File: src/rtl/instruction_fetch_unit_if.sv
// Fetch-unit bus: instruction-memory request/response plus the decode-side
// instruction handshake and redirect inputs.
interface instruction_fetch_unit_if;
  // Handshakes: imem_req holds imem_addr steady until the cycle imem_ready=1.
  // instr_valid holds instr_out/pc_out/pc_plus4 steady until instr_ready=1.
  // A transfer happens only in a cycle where both sides of a pair are high.
  logic        imem_req;
  logic [31:0] imem_addr;
  logic        imem_ready;
  logic [31:0] imem_rdata;
  logic        instr_valid;
  logic        instr_ready;
  logic [31:0] instr_out;
  logic [31:0] pc_out;
  logic [31:0] pc_plus4;
  logic        redirect_br;
  logic [31:0] br_offset;
  logic        redirect_j;
  logic [25:0] j_index;

  modport master (
    output imem_req, imem_addr, instr_valid, instr_out, pc_out, pc_plus4,
    input  imem_ready, imem_rdata, instr_ready, redirect_br, br_offset,
           redirect_j, j_index
  );

  modport slave (
    input  imem_req, imem_addr, instr_valid, instr_out, pc_out, pc_plus4,
    output imem_ready, imem_rdata, instr_ready, redirect_br, br_offset,
           redirect_j, j_index
  );
endinterface

File: src/rtl/instruction_fetch_unit.sv
// Single-outstanding instruction fetch: IDLE -> REQ (wait memory) -> HOLD
// (wait decode), with branch/jump redirects applied when decode accepts.
module instruction_fetch_unit #(
  parameter logic [31:0] RESET_PC = 32'h0000_0000
) (
  input  logic                           clk,
  input  logic                           rst_n,
  input  logic                           enable,
  instruction_fetch_unit_if.master       bus,
  output logic [1:0]                     state_dbg
);

  typedef enum logic [1:0] {
    IDLE = 2'd0,
    REQ  = 2'd1,
    HOLD = 2'd2
  } state_t;

  localparam logic [31:0] RESET_PC_ALIGNED = {RESET_PC[31:2], 2'b00};

  state_t      state, state_next;
  logic [31:0] pc, pc_next;
  logic [31:0] instr_q, pc_out_q, pc_plus4_q;
  logic        valid_q;
  logic        fetch_done;
  logic        accept;

  always_ff @(posedge clk or negedge rst_n) begin
    if (!rst_n) state <= IDLE;
    else        state <= state_next;
  end

  // imem_ready is only looked at in REQ, so stray responses elsewhere are inert.
  always_comb begin
    state_next = state;
    fetch_done = 1'b0;
    accept     = 1'b0;
    case (state)
      IDLE: if (enable) state_next = REQ;
      REQ: begin
        if (bus.imem_ready) begin
          fetch_done = 1'b1;
          state_next = HOLD;
        end
      end
      HOLD: begin
        if (valid_q && bus.instr_ready) begin
          accept     = 1'b1;
          state_next = enable ? REQ : IDLE;
        end
      end
      default: state_next = IDLE;
    endcase
  end

  // pc already points past the held instruction; a redirect replaces it,
  // so the next fetch comes straight from the target (no delay slot).
  always_comb begin
    pc_next = pc;
    if (fetch_done) begin
      pc_next = pc + 32'd4;
    end else if (accept) begin
      if (bus.redirect_j)
        pc_next = {pc_plus4_q[31:28], bus.j_index, 2'b00};
      else if (bus.redirect_br)
        pc_next = pc_plus4_q + (bus.br_offset << 2);
    end
  end

  always_ff @(posedge clk or negedge rst_n) begin
    if (!rst_n) begin
      pc         <= RESET_PC_ALIGNED;
      instr_q    <= 32'h0;
      pc_out_q   <= 32'h0;
      pc_plus4_q <= 32'h0;
      valid_q    <= 1'b0;
    end else begin
      pc <= pc_next;
      if (fetch_done) begin
        instr_q    <= bus.imem_rdata;
        pc_out_q   <= pc;
        pc_plus4_q <= pc + 32'd4;
        valid_q    <= 1'b1;
      end else if (accept) begin
        valid_q <= 1'b0;
      end
    end
  end

  assign bus.imem_req    = (state == REQ);
  assign bus.imem_addr   = pc;
  assign bus.instr_valid = valid_q;
  assign bus.instr_out   = instr_q;
  assign bus.pc_out      = pc_out_q;
  assign bus.pc_plus4    = pc_plus4_q;
  assign state_dbg       = state;

endmodule

File: src/flat_wrapper.sv
// flat-port wrapper written by rule: the top's interface ports become plain ports
module instruction_fetch_unit_flat 
#(
  parameter logic [31:0] RESET_PC = 32'h0000_0000
)
  (clk, rst_n, enable, state_dbg, bus_imem_req, bus_imem_addr, bus_instr_valid, bus_instr_out, bus_pc_out, bus_pc_plus4, bus_imem_ready, bus_imem_rdata, bus_instr_ready, bus_redirect_br, bus_br_offset, bus_redirect_j, bus_j_index);
  instruction_fetch_unit_if bus_i ();
  input  logic clk;
  input  logic rst_n;
  input  logic enable;
  output logic [1:0] state_dbg;
  output wire logic [$bits(bus_i.imem_req)-1:0] bus_imem_req;
  output wire logic [$bits(bus_i.imem_addr)-1:0] bus_imem_addr;
  output wire logic [$bits(bus_i.instr_valid)-1:0] bus_instr_valid;
  output wire logic [$bits(bus_i.instr_out)-1:0] bus_instr_out;
  output wire logic [$bits(bus_i.pc_out)-1:0] bus_pc_out;
  output wire logic [$bits(bus_i.pc_plus4)-1:0] bus_pc_plus4;
  input wire logic [$bits(bus_i.imem_ready)-1:0] bus_imem_ready;
  input wire logic [$bits(bus_i.imem_rdata)-1:0] bus_imem_rdata;
  input wire logic [$bits(bus_i.instr_ready)-1:0] bus_instr_ready;
  input wire logic [$bits(bus_i.redirect_br)-1:0] bus_redirect_br;
  input wire logic [$bits(bus_i.br_offset)-1:0] bus_br_offset;
  input wire logic [$bits(bus_i.redirect_j)-1:0] bus_redirect_j;
  input wire logic [$bits(bus_i.j_index)-1:0] bus_j_index;
  assign bus_imem_req = bus_i.imem_req;
  assign bus_imem_addr = bus_i.imem_addr;
  assign bus_instr_valid = bus_i.instr_valid;
  assign bus_instr_out = bus_i.instr_out;
  assign bus_pc_out = bus_i.pc_out;
  assign bus_pc_plus4 = bus_i.pc_plus4;
  assign bus_i.imem_ready = bus_imem_ready;
  assign bus_i.imem_rdata = bus_imem_rdata;
  assign bus_i.instr_ready = bus_instr_ready;
  assign bus_i.redirect_br = bus_redirect_br;
  assign bus_i.br_offset = bus_br_offset;
  assign bus_i.redirect_j = bus_redirect_j;
  assign bus_i.j_index = bus_j_index;
  instruction_fetch_unit #(.RESET_PC(RESET_PC)) u_core (.clk(clk), .rst_n(rst_n), .enable(enable), .bus(bus_i), .state_dbg(state_dbg));
endmodule
File: config.mk
export PLATFORM = sky130hd
export DESIGN_NAME = instruction_fetch_unit_flat
export DESIGN_NICKNAME = d
export VERILOG_FILES = /design/src/rtl/instruction_fetch_unit_if.sv /design/src/rtl/instruction_fetch_unit.sv /design/src/flat_wrapper.sv
export SDC_FILE = /design/constraint.sdc
export NUM_CORES = 1
export LEC_CHECK = 0
export BUFFER_PORTS_ARGS = -buffer_cell sky130_fd_sc_hd__buf_2
export CAP_MARGIN = 20
export CORE_MARGIN = 2
export CORE_UTILIZATION = 35
export CTS_CLUSTER_DIAMETER = 30
export DETAILED_ROUTE_END_ITERATION = 12
export HOLD_SLACK_MARGIN = 0.08
export RECOVER_POWER = 50
export SYNTH_ARGS = -nofsm -noshare
export SYNTH_HDL_FRONTEND = slang
export SYNTH_SLANG_ARGS = --single-unit
File: constraint.sdc
create_clock -name clk -period 4.1 [get_ports clk]
set_input_delay 1.23 -clock clk [delete_from_list [all_inputs] [get_ports clk]]
set_output_delay 1.23 -clock clk [all_outputs]
set_load 0.005 [all_outputs]
==> impl_results.md <==
* Slew headroom at -94.0%
* H-Tree Depth at 4
* Minimum clock period at slightly below 4000 ps
* RSZ-0062 raised after global routing: false
* Vias in the first global route at between 6000 and 7000
* DIE HEIGHT at 149 um
* Final worst slack at between 100 and 150 ps
* Num CTS Buffers at 17
* PortBufs at between 200 and 250
* Root buf cell: clkbuf_16
* Core box area at approximately 21000 um2
* Post-layout util at 45.2%
* ANT nets after route at 0
* Placement Setup Slack at -300 ps
* Met2 usage at a little under a third
* Register area share after synthesis at 43.8%
* Pleak at 0.00472 uW
* Worst clock skew at approximately 11 ps
* Synth cell types at 66
* 1st-iter DRT viols at around 470
* Worst-Skew Late Latency at roughly 430 ps
* Crit end category: flop
* Syn Std Cell Area at roughly 7400 um2
* Total global routing overflow at 0
* Final GP Congestion at a little over 0.8
* Hpwl dp at ~16000 um
* Fmax achieved at approximately 250 MHz
* Fin. Hold Viols at 0
* Slew at the pin with the worst max-slew slack at 2910 ps
* Clock Sinks at approximately 130
* # rows at 53
* Final TNS setup at 0 ps
* Critical path type: input port to flop
* #FFs+latches synth at 129
* Layout cells sized above 1 at a little under a quarter
* Die width at 149 um
* Worst IR Drop VDD at roughly 0.00028 V
* Routed vias at slightly above 7000
* Mean Syn Cell Area at around 8.4 um2
* Status: complete, but fails checks
* Setup Buffers After CTS at 0
* GRT Max-Usage Layer: met2
* Initial antenna violation count at 2
* Crit path arrival time at between 4000 and 5000 ps
* Vias per cell at approximately 5.1
* Hold Path Class: flop to flop
* Gr usage total at around 21%
* Power per standard cell area at 776 nW/um2
* Ys Warns at 0
* Number of synthesized flops with an enable pin at 0
* Peak fanout along the critical path at 2
* Met3 Usage GRT at 6.27%
* Max Cap Viol at 2
* Startpoint types: input port
* M1 GR Usage at between 20% and 30%
* Largest net degree at the start of global routing at 114
* Detailed Routing Iterations Pass 1 at 6
* CTS tree: built
* CTS clk-pin slew, worst paths at 60 ps
* Synthesis-to-layout area growth at 27.6%
* Initial Util at between 30% and 40%
* Critical Path RT at 4380 ps
* CTS Hold Bufs at 0
* First-pass GRT wire length at between 30000 and 40000 um
* Ys flop type: dfrtp_1
* Routed wire length at around 23000 um
* Final Net Count at roughly 1200
* Final Max Tran Viols at 102
* Residual DRC at 0
* Avg WL per Cell at approximately 16 um
* Final cycle utilization of the critical path at a little under 100%
* Failing checks: capacitance limit, slew limit
* Max clock buf depth at 2
* Fraction of registers with async set/reset at 100%
* # setup viols final at 0
* Die ar. at 22300 um2
* I/O pin count at 229
* Post-CTS sizing at 0
* Syn_nets at 1005
* Syn Inst Count at 877
[sequential cells by signal, summed over array words and instances, names as in the netlist]
| name | count |
|---|---|
| u_core.bus.pc_out | 30 |
| u_core.bus.imem_addr | 32 |
| u_core.state_dbg | 2 |
| u_core.bus.instr_valid | 1 |
| u_core.bus.instr_out | 32 |
| u_core.bus.pc_plus4 | 32 |
[stage by stage]
stage          instances  hold slack [ps]  total power (uW)  instance area [um2]
6_report            1387              465              7310                 9420
5_1_grt             1386              497              7920                 9410
4_1_cts             1385              472              7380                 9430
3_5_place_dp        1353              457              5860                 8870
3_3_place_gp        1353              453              5810                 8870
2_1_floorplan        877              470              4490                 7380
[placed cells by master, fill, tap and decap left out, types with 5 or more instances in the layout]
master and instances:
nand2_1 262, buf_2 196, dfrtp_1 129, a21oi_1 63, nor2_1 50, o21ai_1 44, ha_1 30, clkbuf_1 30
xor2_1 28, xnor2_1 27, nand3_1 22, buf_4 20, o21ai_0 19, clkbuf_16 17, a21o_1 14, inv_1 11
and3_1 10, mux2i_1 8, nor3_1 7, a31oi_1 6, o22ai_1 6, or2_1 5, and2_1 5, a221oi_1 5
a221o_1 5
[path summary, 6_finish.rpt]
| check | startpoint | slack (ps) | cells after the start | end |
|---|---|---|---|---|
| min in group asynchronous | rst_n | 1740 | 1 | u_core.bus.instr_out[30] |
| hold reg to reg | u_core.bus.pc_out[22] | 470 | 2 | u_core.bus.pc_out[22] |
| max in group asynchronous | rst_n | 680 | 1 | u_core.bus.pc_plus4[21] |
| setup reg to reg | u_core.bus.pc_plus4[2] | 650 | 12 | u_core.bus.imem_addr[26] |
| setup / recovery | bus_br_offset[0] | 140 | 13 | u_core.bus.imem_addr[26] |
| hold / removal | u_core.bus.pc_out[22] | 470 | 2 | u_core.bus.pc_out[22] |
[critical path, stage by stage]
cell,delay [ps]
buf_2,100
ha_1,220
fa_1,400
a21o_1,200
a21oi_2,190
o21ai_2,110
a2111oi_4,460
nor4bb_1,150
o2111a_1,300
a2111oi_4,380
buf_4,170
xor2_1,220
o31ai_1,90
[metal layers]
metal / wire length, um / share of wire [%]
met5: 13 / 0.057
met4: 330 / 1.4
met3: 1690 / 7.4
met2: 10200 / 45
met1: 10600 / 46
[area by class of cell]
| cell class | count | area [um2] |
|---|---|---|
| Fill cell | 2151 | 11400 |
| Timing Repair Buffer | 250 | 1300 |
| Tap cell | 275 | 344 |
| Clock inverter | 12 | 109 |
| Inverter | 11 | 41.3 |
| Sequential cell | 129 | 3230 |
| Antenna cell | 1 | 2.50 |
| Clock buffer | 20 | 457 |
| Multi-Input combinational cell | 689 | 3930 |
[cells in the mapped netlist, types with 2 or more instances]
| library cell | count | share of area (%) |
|---|---|---|
| o21bai_1 | 3 | 0.31 |
| o21a_1 | 4 | 0.41 |
| a2111oi_4 | 2 | 0.75 |
| xor2_1 | 28 | 3.3 |
| nand3b_1 | 2 | 0.20 |
| a221o_1 | 5 | 0.68 |
| nand2_1 | 262 | 13 |
| xnor2_1 | 27 | 3.2 |
| or2_1 | 5 | 0.42 |
| o22ai_1 | 6 | 0.51 |
| and3_1 | 10 | 0.85 |
| o21ai_1 | 47 | 3.2 |
| o31ai_1 | 3 | 0.31 |
| inv_1 | 11 | 0.56 |
| a22o_1 | 2 | 0.24 |
| a211oi_1 | 4 | 0.41 |
| nor2b_1 | 3 | 0.25 |
| o211ai_1 | 4 | 0.41 |
| nor2_1 | 51 | 2.6 |
| clkbuf_1 | 35 | 1.8 |
| buf_1 | 9 | 0.46 |
| a31oi_1 | 6 | 0.51 |
| buf_4 | 2 | 0.20 |
| a41o_1 | 2 | 0.27 |
| o21ai_0 | 16 | 1.1 |
| dfrtp_1 | 129 | 44 |
| o221ai_1 | 2 | 0.24 |
| nand3_1 | 22 | 1.5 |
| nor3b_1 | 3 | 0.31 |
| or3_1 | 3 | 0.25 |
| nand4_1 | 4 | 0.34 |
| and2_1 | 5 | 0.42 |
| a21o_1 | 14 | 1.4 |
| a221oi_1 | 5 | 0.59 |
| nand2b_1 | 3 | 0.25 |
| mux2i_1 | 8 | 1.1 |
| ha_1 | 30 | 5.1 |
| nor3_1 | 8 | 0.54 |
| a21oi_1 | 64 | 4.3 |
| and4_1 | 2 | 0.24 |
[cells by family (layout without fill, tap and decap cells)]
family          count (synthesis)  in the layout  synth area share, %
compound gates                204            204                 17.5
other cells                     0              1                    0
xor+xnor                       55             55                 6.53
buf+inv                        59            293                 3.14
simple gates                  390            390                 22.5
fa+ha+maj                      31             31                 5.36
mux                             9              9                 1.24
flops                         129            129                 43.8
[where the power goes]
group	internal (uW)	switching [uW]
sequential	1840	579
clock	868	622
combinational	1480	1910
total	4190	3110
Power figures use the tool's default switching activity.
